## config.mk

```make
export PLATFORM = sky130hd
export DESIGN_NAME = uart_imem_loader
export DESIGN_NICKNAME = d
export VERILOG_FILES = /design/src/rtl/uart_imem_loader.sv
export SDC_FILE = /design/constraint.sdc
export NUM_CORES = 1
export LEC_CHECK = 0
export ABC_AREA = 1
export CAP_MARGIN = 20
export CORE_ASPECT_RATIO = 2
export CORE_MARGIN = 1.5
export CORE_UTILIZATION = 51
export CTS_BUF_LIST = sky130_fd_sc_hd__clkbuf_2
export CTS_CLUSTER_SIZE = 25
export DETAILED_ROUTE_END_ITERATION = 7
export PLACE_DENSITY = 0.79
export RECOVER_POWER = 25
export REMOVE_ABC_BUFFERS = 1
export SLEW_MARGIN = 20
export SYNTH_ARGS = -nofsm -noshare
export SYNTH_HDL_FRONTEND = slang
export SYNTH_SLANG_ARGS = --single-unit
export TNS_END_PERCENT = 20
```

## constraint.sdc

```tcl
create_clock -name i_clk -period 1.5 [get_ports i_clk]
set_clock_uncertainty 0.05 [all_clocks]
set_input_delay 0.3 -clock i_clk [delete_from_list [all_inputs] [get_ports i_clk]]
set_output_delay 0.3 -clock i_clk [all_outputs]
set_load 0.02 [all_outputs]
```

## src/rtl/uart_imem_loader.sv

```systemverilog
// UART boot loader: receives bytes on i_rx, packs them little-endian into 32-bit words and writes them sequentially to imem.
// Optional feature macro UART_LOADER_CKSUM_EN enables the modulo-256 byte checksum on o_cksum (tied to zero otherwise).
module uart_imem_loader #(
    parameter int CLKS_PER_BIT = 868,
    parameter int IMEM_AW      = 12
) (
    input  logic        i_clk,
    input  logic        i_rst_n,
    input  logic        i_prog,
    input  logic        i_rx,
    output logic [31:0] o_imem_din,
    output logic [31:0] o_imem_addr,
    output logic        o_imem_we,
    output logic        o_prog_ena,
    output logic [15:0] o_word_count,
    output logic        o_frame_err,
    output logic [7:0]  o_cksum
);
    localparam int CW = $clog2(CLKS_PER_BIT + 1);
    localparam logic [CW-1:0] HALF_M1 = CW'(CLKS_PER_BIT / 2 - 1);
    localparam logic [CW-1:0] FULL_M1 = CW'(CLKS_PER_BIT - 1);

    typedef enum logic [1:0] {S_IDLE, S_START, S_DATA, S_STOP} state_t;

    state_t             r_state;
    logic               r_rx_meta;
    logic               r_rx_sync;
    logic               r_prog_ena;
    logic [CW-1:0]      r_cnt;
    logic [2:0]         r_bit_idx;
    logic [7:0]         r_shift;
    logic [7:0]         r_byte;
    logic               r_byte_valid;
    logic               r_frame_err;
    logic [1:0]         r_byte_idx;
    logic [23:0]        r_word;
    logic [IMEM_AW-1:0] r_addr;
    logic [IMEM_AW-1:0] r_imem_addr;
    logic [31:0]        r_imem_din;
    logic               r_imem_we;
    logic [15:0]        r_word_count;
    logic               w_prog_rise;

    // A new session starts on the cycle prog_ena goes high.
    assign w_prog_rise  = i_prog & ~r_prog_ena;
    assign o_imem_din   = r_imem_din;
    assign o_imem_addr  = 32'(r_imem_addr);
    assign o_imem_we    = r_imem_we;
    assign o_prog_ena   = r_prog_ena;
    assign o_word_count = r_word_count;
    assign o_frame_err  = r_frame_err;

    // rx synchroniser and registered programming enable
    always_ff @(posedge i_clk or negedge i_rst_n) begin
        if (!i_rst_n) begin
            r_rx_meta  <= 1'b1;
            r_rx_sync  <= 1'b1;
            r_prog_ena <= 1'b0;
        end else begin
            r_rx_meta  <= i_rx;
            r_rx_sync  <= r_rx_meta;
            r_prog_ena <= i_prog;
        end
    end

    // UART receive FSM; held in IDLE outside programming mode
    always_ff @(posedge i_clk or negedge i_rst_n) begin
        if (!i_rst_n) begin
            r_state      <= S_IDLE;
            r_cnt        <= '0;
            r_bit_idx    <= 3'd0;
            r_shift      <= 8'h00;
            r_byte       <= 8'h00;
            r_byte_valid <= 1'b0;
            r_frame_err  <= 1'b0;
        end else if (!r_prog_ena) begin
            r_state      <= S_IDLE;
            r_cnt        <= '0;
            r_bit_idx    <= 3'd0;
            r_byte_valid <= 1'b0;
            if (w_prog_rise) r_frame_err <= 1'b0;
        end else begin
            r_byte_valid <= 1'b0;
            case (r_state)
                S_IDLE: begin
                    r_cnt <= '0;
                    if (!r_rx_sync) r_state <= S_START;
                end
                S_START: begin
                    if (r_cnt == HALF_M1) begin
                        r_cnt     <= '0;
                        r_bit_idx <= 3'd0;
                        r_state   <= r_rx_sync ? S_IDLE : S_DATA;
                    end else begin
                        r_cnt <= r_cnt + CW'(1);
                    end
                end
                S_DATA: begin
                    if (r_cnt == FULL_M1) begin
                        r_cnt              <= '0;
                        r_shift[r_bit_idx] <= r_rx_sync;
                        r_bit_idx          <= r_bit_idx + 3'd1;
                        if (r_bit_idx == 3'd7) r_state <= S_STOP;
                    end else begin
                        r_cnt <= r_cnt + CW'(1);
                    end
                end
                S_STOP: begin
                    if (r_cnt == FULL_M1) begin
                        r_cnt   <= '0;
                        r_state <= S_IDLE;
                        if (r_rx_sync) begin
                            r_byte       <= r_shift;
                            r_byte_valid <= 1'b1;
                        end else begin
                            r_frame_err  <= 1'b1;
                        end
                    end else begin
                        r_cnt <= r_cnt + CW'(1);
                    end
                end
                default: r_state <= S_IDLE;
            endcase
        end
    end

    // Little-endian word assembly and sequential imem write
    always_ff @(posedge i_clk or negedge i_rst_n) begin
        if (!i_rst_n) begin
            r_byte_idx   <= 2'd0;
            r_word       <= 24'h000000;
            r_addr       <= '0;
            r_imem_addr  <= '0;
            r_imem_din   <= 32'h00000000;
            r_imem_we    <= 1'b0;
            r_word_count <= 16'h0000;
        end else begin
            r_imem_we <= 1'b0;
            if (w_prog_rise) begin
                r_byte_idx   <= 2'd0;
                r_addr       <= '0;
                r_word_count <= 16'h0000;
            end else if (!r_prog_ena) begin
                r_byte_idx <= 2'd0;
            end else if (r_byte_valid) begin
                r_byte_idx <= r_byte_idx + 2'd1;
                case (r_byte_idx)
                    2'd0: r_word[7:0]   <= r_byte;
                    2'd1: r_word[15:8]  <= r_byte;
                    2'd2: r_word[23:16] <= r_byte;
                    default: begin
                        r_imem_din  <= {r_byte, r_word};
                        r_imem_addr <= r_addr;
                        r_imem_we   <= 1'b1;
                        r_addr      <= r_addr + IMEM_AW'(4);
                        if (r_word_count != 16'hFFFF) r_word_count <= r_word_count + 16'd1;
                    end
                endcase
            end
        end
    end

`ifdef UART_LOADER_CKSUM_EN
    logic [7:0] r_cksum;

    // Running sum of accepted bytes for the session
    always_ff @(posedge i_clk or negedge i_rst_n) begin
        if (!i_rst_n) begin
            r_cksum <= 8'h00;
        end else if (w_prog_rise) begin
            r_cksum <= 8'h00;
        end else if (r_byte_valid) begin
            r_cksum <= r_cksum + r_byte;
        end
    end

    assign o_cksum = r_cksum;
`else
    assign o_cksum = 8'h00;
`endif
endmodule
```

==> impl_results.md, run 1 <==
* Run status: finished, violations left
* Violated checks: setup timing
* Number of endpoints failing setup at the final stage at 99
* Final weighted congestion of routability-driven global placement at 0.8339
* Length in cells of the worst reg-to-reg path at 12
* Part of the Yosys area used for sequential elements at 53.22%
* Hold Crit Endpoint: o_prog_ena
* IR Drop Worst-Case VDD at 0.6741 mV
* Global-route wire length before repair at 23.09 mm
* Hold Crit Depth at 1
* Final-stage net count at 891
* Final cell count without fillers at 1,036
* Critical-path cell list: buf_6 -> buf_6
* Post-route minimum period at 1.745 ns
* Root buf cell: clkbuf_2
* Clock Latency Late Sink at 0.69 ns
* Vias per cell at 5.138
* Standard cell core area at 11,770 um^2
* Register-to-Register Setup Slack at -0.24 ns
* CP Capture Type: primary output
* Post-Synthesis Cell Area at 6165 um^2
* Hold Path Class: input port to register
* RSZ-0062 raised after global routing: yes
* Avg WL per Cell at 14.15 um
* Number of failing hold endpoints at the final stage at 0
* Slowest stage delay, CP at 0.46 ns
* Placed wire-length estimate at 9.527 mm
* Maxcap violations at 0
* Yosys reg bits at 131
* Clock transition at the registers of the reported paths at 0.21 ns
* TritonCTS Buffers at 17
* Library cell appearing most often on the critical path: buf_6
* Leakage component of the power at 4.172 nW
* Count of yosys warnings during synthesis at 0
* DRC violation total after the first TritonRoute iteration at 283
* Die area at 12,800 um^2
* Via count of the routed design at 5,323
* DRC errors left at 0
* Ratio of cells with drive above 1 in the final layout at 29.33%
* Dominant delay contributor by cell family on the critical path: flip-flops
* Post-route setup TNS at -13.29 ns
* Pwr/cell area at 920.9 nW/um^2
* Footprint of the multi-input gates at 2501 um^2
* Avg Inst Size Synth at 8.538 um^2
* Post-synth EDFFs at 0
* Total clock sinks at 131
* PnR Total Power at 7.331 mW
* H-Tree Level Count at 4
* Worst reg2reg endpoint: o_word_count[10]
* Tightest Pin Transition at 0.9078 ns
* Fraction of the cycle the final worst path needs at 116.3%
* Worst reg2reg startpoint: o_word_count[0]
* Deepest clock path buffer count at 2
* Most repeated cell in the gate-level netlist after synthesis: nand2_1
* Post-detailed-route count of antenna-violating nets at 0
* Max_slew headroom at 39.48%
* Synth top area share at 52.36%
* Setup crit start kind: register
* Logic depth of the worst setup path including buffers at 2
* Cells taking the most area after synthesis: dfrtp_1 (52%), nand2_1 (14%), o21ai_0 (4.9%)
* Post-layout worst setup margin at -0.2452 ns
* Top fanout value on the critical path at 2
* Inst Count DP at 954
* Most area-hungry cell type in the Yosys netlist: dfrtp_1
* Pin count of the biggest net entering global routing at 62
* Count of input and output buffers at 64
* Number of buffer and inverter stages on the critical path at 2
* Ys flop type: dfrtp_1
* Slowest stage cell on the critical path: dfrtp_1
* TritonCTS clock tree: yes
* IO Pins at 95
* Sequential cell area at 3288 um^2
* Layout overhead on the synthesized area at 29.13%
* DRT Wirelength at 14.66 mm
* Filler cells at 883
* Number of detailed-routing iterations run before antenna repair at 5
* Cell variety after synth at 36
* Post-Syn Instances at 722
* Number of antenna violations at the first check in global routing at 1
* Effective utilization at floorplan at 52.37%
* Slew Limit Fails at 0
* Data arrival time at the worst-slack endpoint at 1.40 ns
* Upper clock frequency limit at 573.0 MHz
* Beginning of the worst hold path: i_prog
* Worst path required time at 1.15 ns
* Die Span Y at 158.5 um
* Most common library cells after synthesis: nand2_1 (232), dfrtp_1 (129), inv_1 (70)
* Sum of overflow across all layers after global routing at 0
* Width of the chip at 80.74 um
* Fraction of synthesis flops using an asynchronous set or reset pin at 100.0%
* Via count of the first global-routing pass at 5,128
* FP Rows at 56
* Crit path kind: register to primary output
* Total routing usage reported by global routing at 23.55%
==> worst max-delay path by stage <==
stage | from | endpoint
after floorplan | o_prog_ena | o_word_count[5]
after global placement | i_prog | o_word_count[6]
after CTS | o_word_count[0] | o_word_count[0]
final | o_word_count[1] | o_word_count[1]
after global routing | o_word_count[0] | o_word_count[10]
after detailed placement | i_prog | o_word_count[2]
==> area by class of cell <==
cell class,count,area share (%)
clock inverter,15,2.436
multi-input combinational,494,31.42
timing repair buffer,156,17.56
tap,145,2.279
inverter,77,3.898
antenna,1,0.03144
sequential,131,41.31
clock buffer,17,1.069
==> flip-flops by register name, summed over array words and instances (netlist names), 2 cells and up <==
signal,count
r_cnt,10
r_imem_addr,10
o_word_count,16
o_imem_din,32
r_shift,8
r_addr,10
r_byte_idx,2
r_bit_idx,3
r_state,2
r_word,24
r_byte,8
==> metal layers <==
metal  part of all wire (%)  vias up  track usage (%)
met1                     36     2562            24.44
met4                    4.7        0            12.89
met3                    4.7       60            4.871
li1                       -     2512                -
met2                     55      189            43.02
met5                      0        -                0
==> metrics by stage <==
stage | instance area [um^2] | util, % | setup slack [ns] | hold WS [ns]
2_1_floorplan | 5911 | - | -0.3430 | -0.04559
3_3_place_gp | 7166 | 60.87 | -0.1869 | 0.1951
3_5_place_dp | 7166 | 60.87 | -0.2254 | 0.1903
4_1_cts | 7541 | 64.06 | -0.2825 | 0.0004368
5_1_grt | 7960 | 67.62 | -0.3462 | 0.1234
6_report | 7960 | 67.62 | -0.2452 | 0.1881
==> worst register-to-register path: stages (launching register included) <==
cell	delay, ns
dfrtp_1	0.42
buf_4	0.12
buf_6	0.09
ha_4	0.15
nand3_4	0.10
inv_4	0.07
nand2_4	0.05
nor2_4	0.12
nand2_2	0.08
nand2_4	0.16
buf_4	0.15
nand2_1	0.07
o21ai_2	0.05
==> power breakdown <==
group	switching [mW]	internal, mW	total [mW]
sequential	0.0971	3.63	3.72
combinational	0.669	0.482	1.15
clock	1.47	0.984	2.46
==> cell families after synthesis <==
logic type	after synthesis	share of synthesized area (%)
xor+xnor	13	1.847
other cells	1	0.06083
compound gates	89	7.895
buf+inv	126	10.59
flops	131	53.22
fa+ha+maj	10	2.030
simple gates	352	24.36
==> placed cells by master (no fill, tap or decap), types with 23 or more instances in the layout <==
cell type	count
o21ai_0	51
nand2_1	213
conb_1	30
nand3_1	26
nand2_2	23
inv_1	68
nor2_1	49
dfrtp_1	123
buf_2	26
buf_6	48
buf_4	62
==> timing repair <==
| action | in CTS | in global routing |
|---|---|---|
| resized for setup | 297 | 100 |
| hold endpoints to repair | 132 | 0 |
| pin swaps | 1 | 9 |
| hold buffers | 3 | 0 |
| endpoints found under the setup margin | 89 | 174 |
| gates cloned | 0 | 1 |
| buffers inserted | 28 | 17 |
Power figures use the tool's default switching activity.
==> inputs of run 2 (changes only) <==
- CTS_BUF_LIST: sky130_fd_sc_hd__clkbuf_2 -> sky130_fd_sc_hd__clkbuf_4 sky130_fd_sc_hd__clkbuf_8
==> run 2 against run 1 <==
The run still ends with setup timing left. Largest power group unchanged. Sequential cell count unchanged. First-iteration DRC count increased by 19%. Final cell count decreased by 2.7%. Maximum frequency increased by 13%. Combinational power about the same. Wire length decreased by 3.0%. Core utilization decreased by 0.89 points.
==> impl_results.md, run 2 (synthesis results as in run 1) <==
* Via count of the routed design at 5,178 (was 5,323)
* Number of detailed-routing iterations run before antenna repair at 5 (unchanged)
* Worst slack at placement at -0.2254 ns (unchanged)
* Vias per cell at 5.137 (was 5.138)
* Sum of overflow across all layers after global routing at 0 (unchanged)
* DP Area at 7166 um^2 (unchanged)
* Violated checks: setup timing (unchanged)
* Count of antenna diodes in the layout at 0 (was 1)
* Hold Crit Depth at 0 (was 1)
* Fraction of the cycle the final worst path needs at 103.0% (was 116.3%)
* Total non-filler cell area in the finished layout at 7855 um^2 (was 7960 um^2)
* Post-route minimum period at 1.544 ns (was 1.745 ns)
* Most common cell after layout, fill and taps aside: nand2_1 (unchanged)
* Standard cell core area at 11,770 um^2 (unchanged)
* Length in cells of the worst reg-to-reg path at 8 (was 12)
* Total clock sinks at 131 (unchanged)
* PnR Total Power at 8.104 mW (was 7.331 mW)
* Worst path required time at 1.78 ns (was 1.15 ns)
* Total routing usage reported by global routing at 23.32% (was 23.55%)
* Slew Limit Fails at 0 (unchanged)
* DRT Wirelength at 14.22 mm (was 14.66 mm)
* Hold Path Class: register to register (was input port to register)
* DRC errors left at 0 (unchanged)
* Global-route wire length before repair at 22.83 mm (was 23.09 mm)
* Tightest Pin Transition at 0.6857 ns (was 0.9078 ns)
* Avg WL per Cell at 14.11 um (was 14.15 um)
* Hold Crit Endpoint: r_rx_sync (was o_prog_ena)
* FP Rows at 56 (unchanged)
* TritonCTS Buffers at 17 (unchanged)
* Placed wire-length estimate at 9.527 mm (unchanged)
* Maxcap violations at 0 (unchanged)
* IR Drop Worst-Case VDD at 0.7852 mV (was 0.6741 mV)
* Leakage component of the power at 3.978 nW (was 4.172 nW)
* Pin count of the biggest net entering global routing at 62 (unchanged)
* Width of the chip at 80.74 um (unchanged)
* Clock Latency Late Sink at 0.45 ns (was 0.69 ns)
* Upper clock frequency limit at 647.5 MHz (was 573.0 MHz)
* Effective utilization at floorplan at 52.37% (unchanged)
* Critical-path cell list: ha_2 -> nand3_1 -> nor2_1 -> nand2_2 -> inv_2 -> nand3_1 -> o21ai_1 -> inv_1 (was buf_6 -> buf_6)
* RSZ-0062 raised after global routing: yes (unchanged)
* Count of input and output buffers at 64 (unchanged)
* Number of antenna violations at the first check in global routing at 0 (was 1)
* Final weighted congestion of routability-driven global placement at 0.8339 (unchanged)
* Post-layout worst setup margin at -0.04430 ns (was -0.2452 ns)
* Root buf cell: clkbuf_8 (was clkbuf_2)
* Die area at 12,800 um^2 (unchanged)
* Number of endpoints failing setup at the final stage at 19 (was 99)
* Setup crit start kind: register (unchanged)
* Ratio of cells with drive above 1 in the final layout at 29.20% (was 29.33%)
* Top fanout value on the critical path at 4 (was 2)
* Data arrival time at the worst-slack endpoint at 1.83 ns (was 1.40 ns)
* Number of failing hold endpoints at the final stage at 0 (unchanged)
* Deepest clock path buffer count at 2 (unchanged)
* Library cell appearing most often on the critical path: nand3_1 (was buf_6)
* H-Tree Level Count at 4 (unchanged)
* Max reg flops at 32 (unchanged)
* Final-stage net count at 864 (was 891)
* DRC violation total after the first TritonRoute iteration at 337 (was 283)
* Post-route setup TNS at -0.3966 ns (was -13.29 ns)
* Beginning of the worst hold path: r_rx_meta (was i_prog)
* Max_slew headroom at 54.28% (was 39.48%)
* Slowest stage delay, CP at 0.38 ns (was 0.46 ns)
* Via count of the first global-routing pass at 5,106 (was 5,128)
* Die Span Y at 158.5 um (unchanged)
* Clock transition at the registers of the reported paths at 0.08 ns (was 0.21 ns)
* CP Capture Type: register (was primary output)
* Top library cells by usage in the layout, fill and taps aside: nand2_1 (214), dfrtp_1 (121), inv_1 (68) (was nand2_1 (213), dfrtp_1 (123), inv_1 (68))
* Post-detailed-route count of antenna-violating nets at 0 (unchanged)
* IO Pins at 95 (unchanged)
* Pwr/cell area at 1032 nW/um^2 (was 920.9 nW/um^2)
* Worst reg2reg endpoint: r_shift[2] (was o_word_count[10])
* Layout overhead on the synthesized area at 27.42% (was 29.13%)
* Register-to-Register Setup Slack at -0.04 ns (was -0.24 ns)
* Slowest stage cell on the critical path: dfrtp_1 (unchanged)
* Worst reg2reg startpoint: r_cnt[1] (was o_word_count[0])
* Run status: finished, violations left (unchanged)
* TritonCTS clock tree: yes (unchanged)
* Crit path kind: register to register (was register to primary output)
[run 2: cell types whose count changed in the layout (fill, tap and decap cells not counted), moves of 4 or more]
cell,change
buf_2,-8
nand3_1,-4
clkbuf_8,+17
buf_6,-39
nor2_2,+4
buf_4,-19
clkdlybuf4s15_2,+27
clkbuf_1,-5
[run 2: repair_timing]
item                                    4_1_cts  5_1_grt
endpoints found under the setup margin       84       68
pin swaps                                     3       14
cloned                                        0        1
gates resized for setup                     208       85
hold buffers                                  1        0
setup buffers                                14        6
hold endpoints to repair                     33        0
[run 2: report_power, final]
group          internal [mW]  total, mW  switching [mW]
clock                   1.69       3.24            1.55
combinational          0.451       1.14           0.686
sequential              3.62       3.73           0.104
[run 2: worst max-delay path by stage]
| stage | end | from |
|---|---|---|
| CTS | o_word_count[13] | o_word_count[0] |
| global placement | o_word_count[6] | i_prog |
| finish | r_shift[2] | r_cnt[1] |
| detailed placement | o_word_count[2] | i_prog |
| floorplan | o_word_count[5] | o_prog_ena |
| global route | r_shift[2] | r_cnt[0] |
[run 2: worst max-delay path, delay by kind of cell (launching register included)]
family	cells	cell delay, ns
AO/OA/AOI/OAI	1	0.18
flip-flops	1	0.38
buffers and inverters	2	0.18
AND/OR/NAND/NOR	4	0.41
adder cells (fa/ha/maj)	1	0.22
[run 2: stage by stage]
step / hold slack [ns] / utilization [%] / std cells
after detailed placement: 0.1903 / 60.87 / 954
after global routing: 0.3128 / 66.73 / 1008
after CTS: 0.1886 / 65.45 / 1001
after floorplan: -0.04559 / - / 702
after global placement: 0.1951 / 60.87 / 954
final: 0.3084 / 66.73 / 1008
[run 2: final cells by class]
cell class	instances	area (um^2)
sequential	131	3291
timing repair inverter	1	7.507
tap	145	181.4
timing repair buffer	128	1111
clock buffer	17	234.0
inverter	77	301.5
clock inverter	15	193.9
fill	926	3916
multi-input combinational	494	2535
[run 2: per-layer routing]
metal | wire length, um | part of all wire [%] | GRT usage, %
met2 | 7923 | 56 | 41.86
met4 | 658 | 4.6 | 14.70
met3 | 571 | 4.0 | 4.928
met5 | 0 | 0 | 0
met1 | 5069 | 36 | 23.95
==> inputs of run 3 (changes only) <==
- SLEW_MARGIN: 20 -> not set
- clock period: 1.5 -> 1.3 ns (I/O delays scaled with it)
==> run 3 against run 2 <==
The run still ends with setup timing left. Power grew 13%. Combinational power is 25% higher. First-iteration DRC count fell by 10%. Die area did not move. Via count up 2.3%. Clock-buffer cell count up 1. Sequential cell count unchanged. Final cell count up 2.9%. Hold slack worse by 0.00088 ns. Worst setup slack got worse by 0.23 ns. Largest cell class unchanged.
==> impl_results.md, run 3 (synthesis results as in run 1) <==
* Run status: finished, violations left (unchanged)
* Violated checks: setup timing (unchanged)
* IR Drop Worst-Case VDD at 0.8481 mV (was 0.7852 mV)
* Count of input and output buffers at 64 (unchanged)
* Number of endpoints failing setup at the final stage at 85 (was 19)
* Final-stage net count at 893 (was 864)
* Effective utilization at floorplan at 52.37% (unchanged)
* DRC violation total after the first TritonRoute iteration at 303 (was 337)
* PnR Total Power at 9.162 mW (was 8.104 mW)
* Count of antenna diodes in the layout at 0 (unchanged)
* Post-layout worst setup margin at -0.2757 ns (was -0.04430 ns)
* Critical-path cell list: ha_4 -> nand2_2 -> nor2_2 -> nand3_2 -> inv_2 -> buf_6 -> nand3_1 -> o21ai_1 -> inv_1 (was ha_2 -> nand3_1 -> nor2_1 -> nand2_2 -> inv_2 -> nand3_1 -> o21ai_1 -> inv_1)
* Number of buffer and inverter stages on the critical path at 3 (was 2)
* Deepest clock path buffer count at 2 (unchanged)
* Total clock sinks at 131 (unchanged)
* Worst reg2reg endpoint: r_shift[3] (was r_shift[2])
* Clock transition at the registers of the reported paths at 0.08 ns (about the same)
* Critical path origin: r_cnt[1] (unchanged)
* Worst slack at placement at -0.3867 ns (was -0.2254 ns)
* Crit path kind: register to register (unchanged)
* Width of the chip at 80.74 um (unchanged)
* Hold Crit Endpoint: r_rx_meta (was r_rx_sync)
* Sum of overflow across all layers after global routing at 0 (unchanged)
* Number of antenna violations at the first check in global routing at 0 (unchanged)
* Final cell count without fillers at 1,037 (was 1,008)
* FP Rows at 56 (unchanged)
* DRC errors left at 0 (unchanged)
* Slowest stage cell on the critical path: dfrtp_1 (unchanged)
* Hold Crit Depth at 1 (was 0)
* Length in cells of the worst reg-to-reg path at 9 (was 8)
* Pin count of the biggest net entering global routing at 41 (was 62)
* Placed wire-length estimate at 10.05 mm (was 9.527 mm)
* Worst path required time at 1.59 ns (was 1.78 ns)
* RSZ-0062 raised after global routing: yes (unchanged)
* Pwr/cell area at 1134 nW/um^2 (was 1032 nW/um^2)
* Max_slew headroom at 50.00% (was 54.28%)
* Worst reg2reg startpoint: r_cnt[1] (unchanged)
* Global-route wire length before repair at 23.85 mm (was 22.83 mm)
* CP Capture Type: register (unchanged)
* Max reg flops at 32 (unchanged)
* Via count of the first global-routing pass at 5,325 (was 5,106)
* Final weighted congestion of routability-driven global placement at 0.8735 (was 0.8339)
* Via count of the routed design at 5,295 (was 5,178)
* Clock Latency Late Sink at 0.44 ns (was 0.45 ns)
* WHS at 0.3075 ns (was 0.3084 ns)
* Slew Limit Fails at 0 (unchanged)
* Layout overhead on the synthesized area at 31.11% (was 27.42%)
* Die area at 12,800 um^2 (unchanged)
* TritonCTS clock tree: yes (unchanged)
* Post-route minimum period at 1.576 ns (was 1.544 ns)
* Dominant delay contributor by cell family on the critical path: flip-flops (was simple AND/OR/NAND/NOR gates)
* Tightest Pin Transition at 0.7500 ns (was 0.6857 ns)
* Number of detailed-routing iterations run before antenna repair at 5 (unchanged)
* Vias per cell at 5.106 (was 5.137)
* DRT Wirelength at 14.72 mm (was 14.22 mm)
* TritonCTS Buffers at 17 (unchanged)
* Post-detailed-route count of antenna-violating nets at 0 (unchanged)
* IO Pins at 95 (unchanged)
* Filler cells at 863 (was 926)
* Standard cell core area at 11,770 um^2 (unchanged)
* Beginning of the worst hold path: i_rx (was r_rx_meta)
* Root buf cell: clkbuf_8 (unchanged)
* H-Tree Level Count at 4 (unchanged)
* Data arrival time at the worst-slack endpoint at 1.86 ns (was 1.83 ns)
* Ratio of cells with drive above 1 in the final layout at 32.17% (was 29.20%)
* Post-layout util at 68.66% (was 66.73%)
* Top library cells by usage in the layout, fill and taps aside: nand2_1 (213), dfrtp_1 (121), buf_4 (75) (was nand2_1 (214), dfrtp_1 (121), inv_1 (68))
* Fraction of the cycle the final worst path needs at 121.2% (was 103.0%)
* Avg WL per Cell at 14.19 um (was 14.11 um)
* Slowest stage delay, CP at 0.43 ns (was 0.38 ns)
* Top fanout value on the critical path at 5 (was 4)
* Hold Path Class: input port to register (was register to register)
* Most common cell after layout, fill and taps aside: nand2_1 (unchanged)
* Number of failing hold endpoints at the final stage at 0 (unchanged)
* Leakage component of the power at 4.196 nW (was 3.978 nW)
* Die Span Y at 158.5 um (unchanged)
* Inst Count DP at 992 (was 954)
* Register-to-Register Setup Slack at -0.28 ns (was -0.04 ns)
* Maxcap violations at 0 (unchanged)
* Upper clock frequency limit at 634.6 MHz (was 647.5 MHz)
* Total routing usage reported by global routing at 24.00% (was 23.32%)
* Setup crit start kind: register (unchanged)
==> run 3: through the flow <==
step / setup TNS [ns] / instance area [um^2]
after floorplan: -26.62 / 5911
after global placement: -12.14 / 7438
after detailed placement: -15.18 / 7438
after CTS: -11.42 / 7804
after global routing: -17.83 / 8083
final: -11.23 / 8083
==> run 3: per-layer routing <==
metal | wire (um) | vias up | part of all wire, % | global-route usage, %
met4 | 570 | 0 | 3.9 | 12.15
li1 | - | 2507 | - | -
met5 | 0 | - | 0 | 0
met2 | 8293 | 181 | 56 | 44.38
met1 | 5280 | 2551 | 36 | 25.56
met3 | 575 | 56 | 3.9 | 3.897
==> run 3: power breakdown <==
group	leakage, nW	internal, mW	total (mW)	switching (mW)
sequential	1.80	4.18	4.32	0.140
clock	0.186	1.74	3.43	1.69
combinational	2.21	0.599	1.42	0.816
==> run 3: worst max path at each step <==
stage                                  end  slack [ns]  depth (start not counted)
after global placement     o_word_count[4]       -0.33                          9
after detailed placement  o_word_count[10]       -0.39                          9
after floorplan            o_word_count[5]       -0.54                          8
after global routing            r_shift[3]       -0.39                          9
final                           r_shift[3]       -0.28                          9
after CTS                       r_shift[3]       -0.24                          9
==> run 3: area by class of cell <==
type / instances / area (um^2) / area share [%]
timing repair inverter: 1 / 7.507 / 0.09288
inverter: 77 / 301.5 / 3.731
sequential: 131 / 3291 / 40.71
timing repair buffer: 157 / 1320 / 16.33
multi-input combinational: 494 / 2585 / 31.98
clock inverter: 14 / 155.1 / 1.920
tap: 145 / 181.4 / 2.245
clock buffer: 18 / 241.5 / 2.988
==> run 3: what timing repair did <==
action,4_1_cts,5_1_grt
pin swaps,2,22
setup buffers,7,4
gates resized for setup,322,84
gates cloned,0,1
endpoints found under the setup margin,131,161
hold buffers,1,0
endpoints found under the hold margin,18,0
==> run 3: worst register-to-register path, cell delays in order (launching register included) <==
cell     delay (ns)
dfrtp_1        0.43
ha_4           0.18
nand2_2        0.06
nor2_2         0.12
nand3_2        0.08
inv_2          0.08
buf_6          0.13
nand3_1        0.10
o21ai_1        0.17
inv_1          0.07
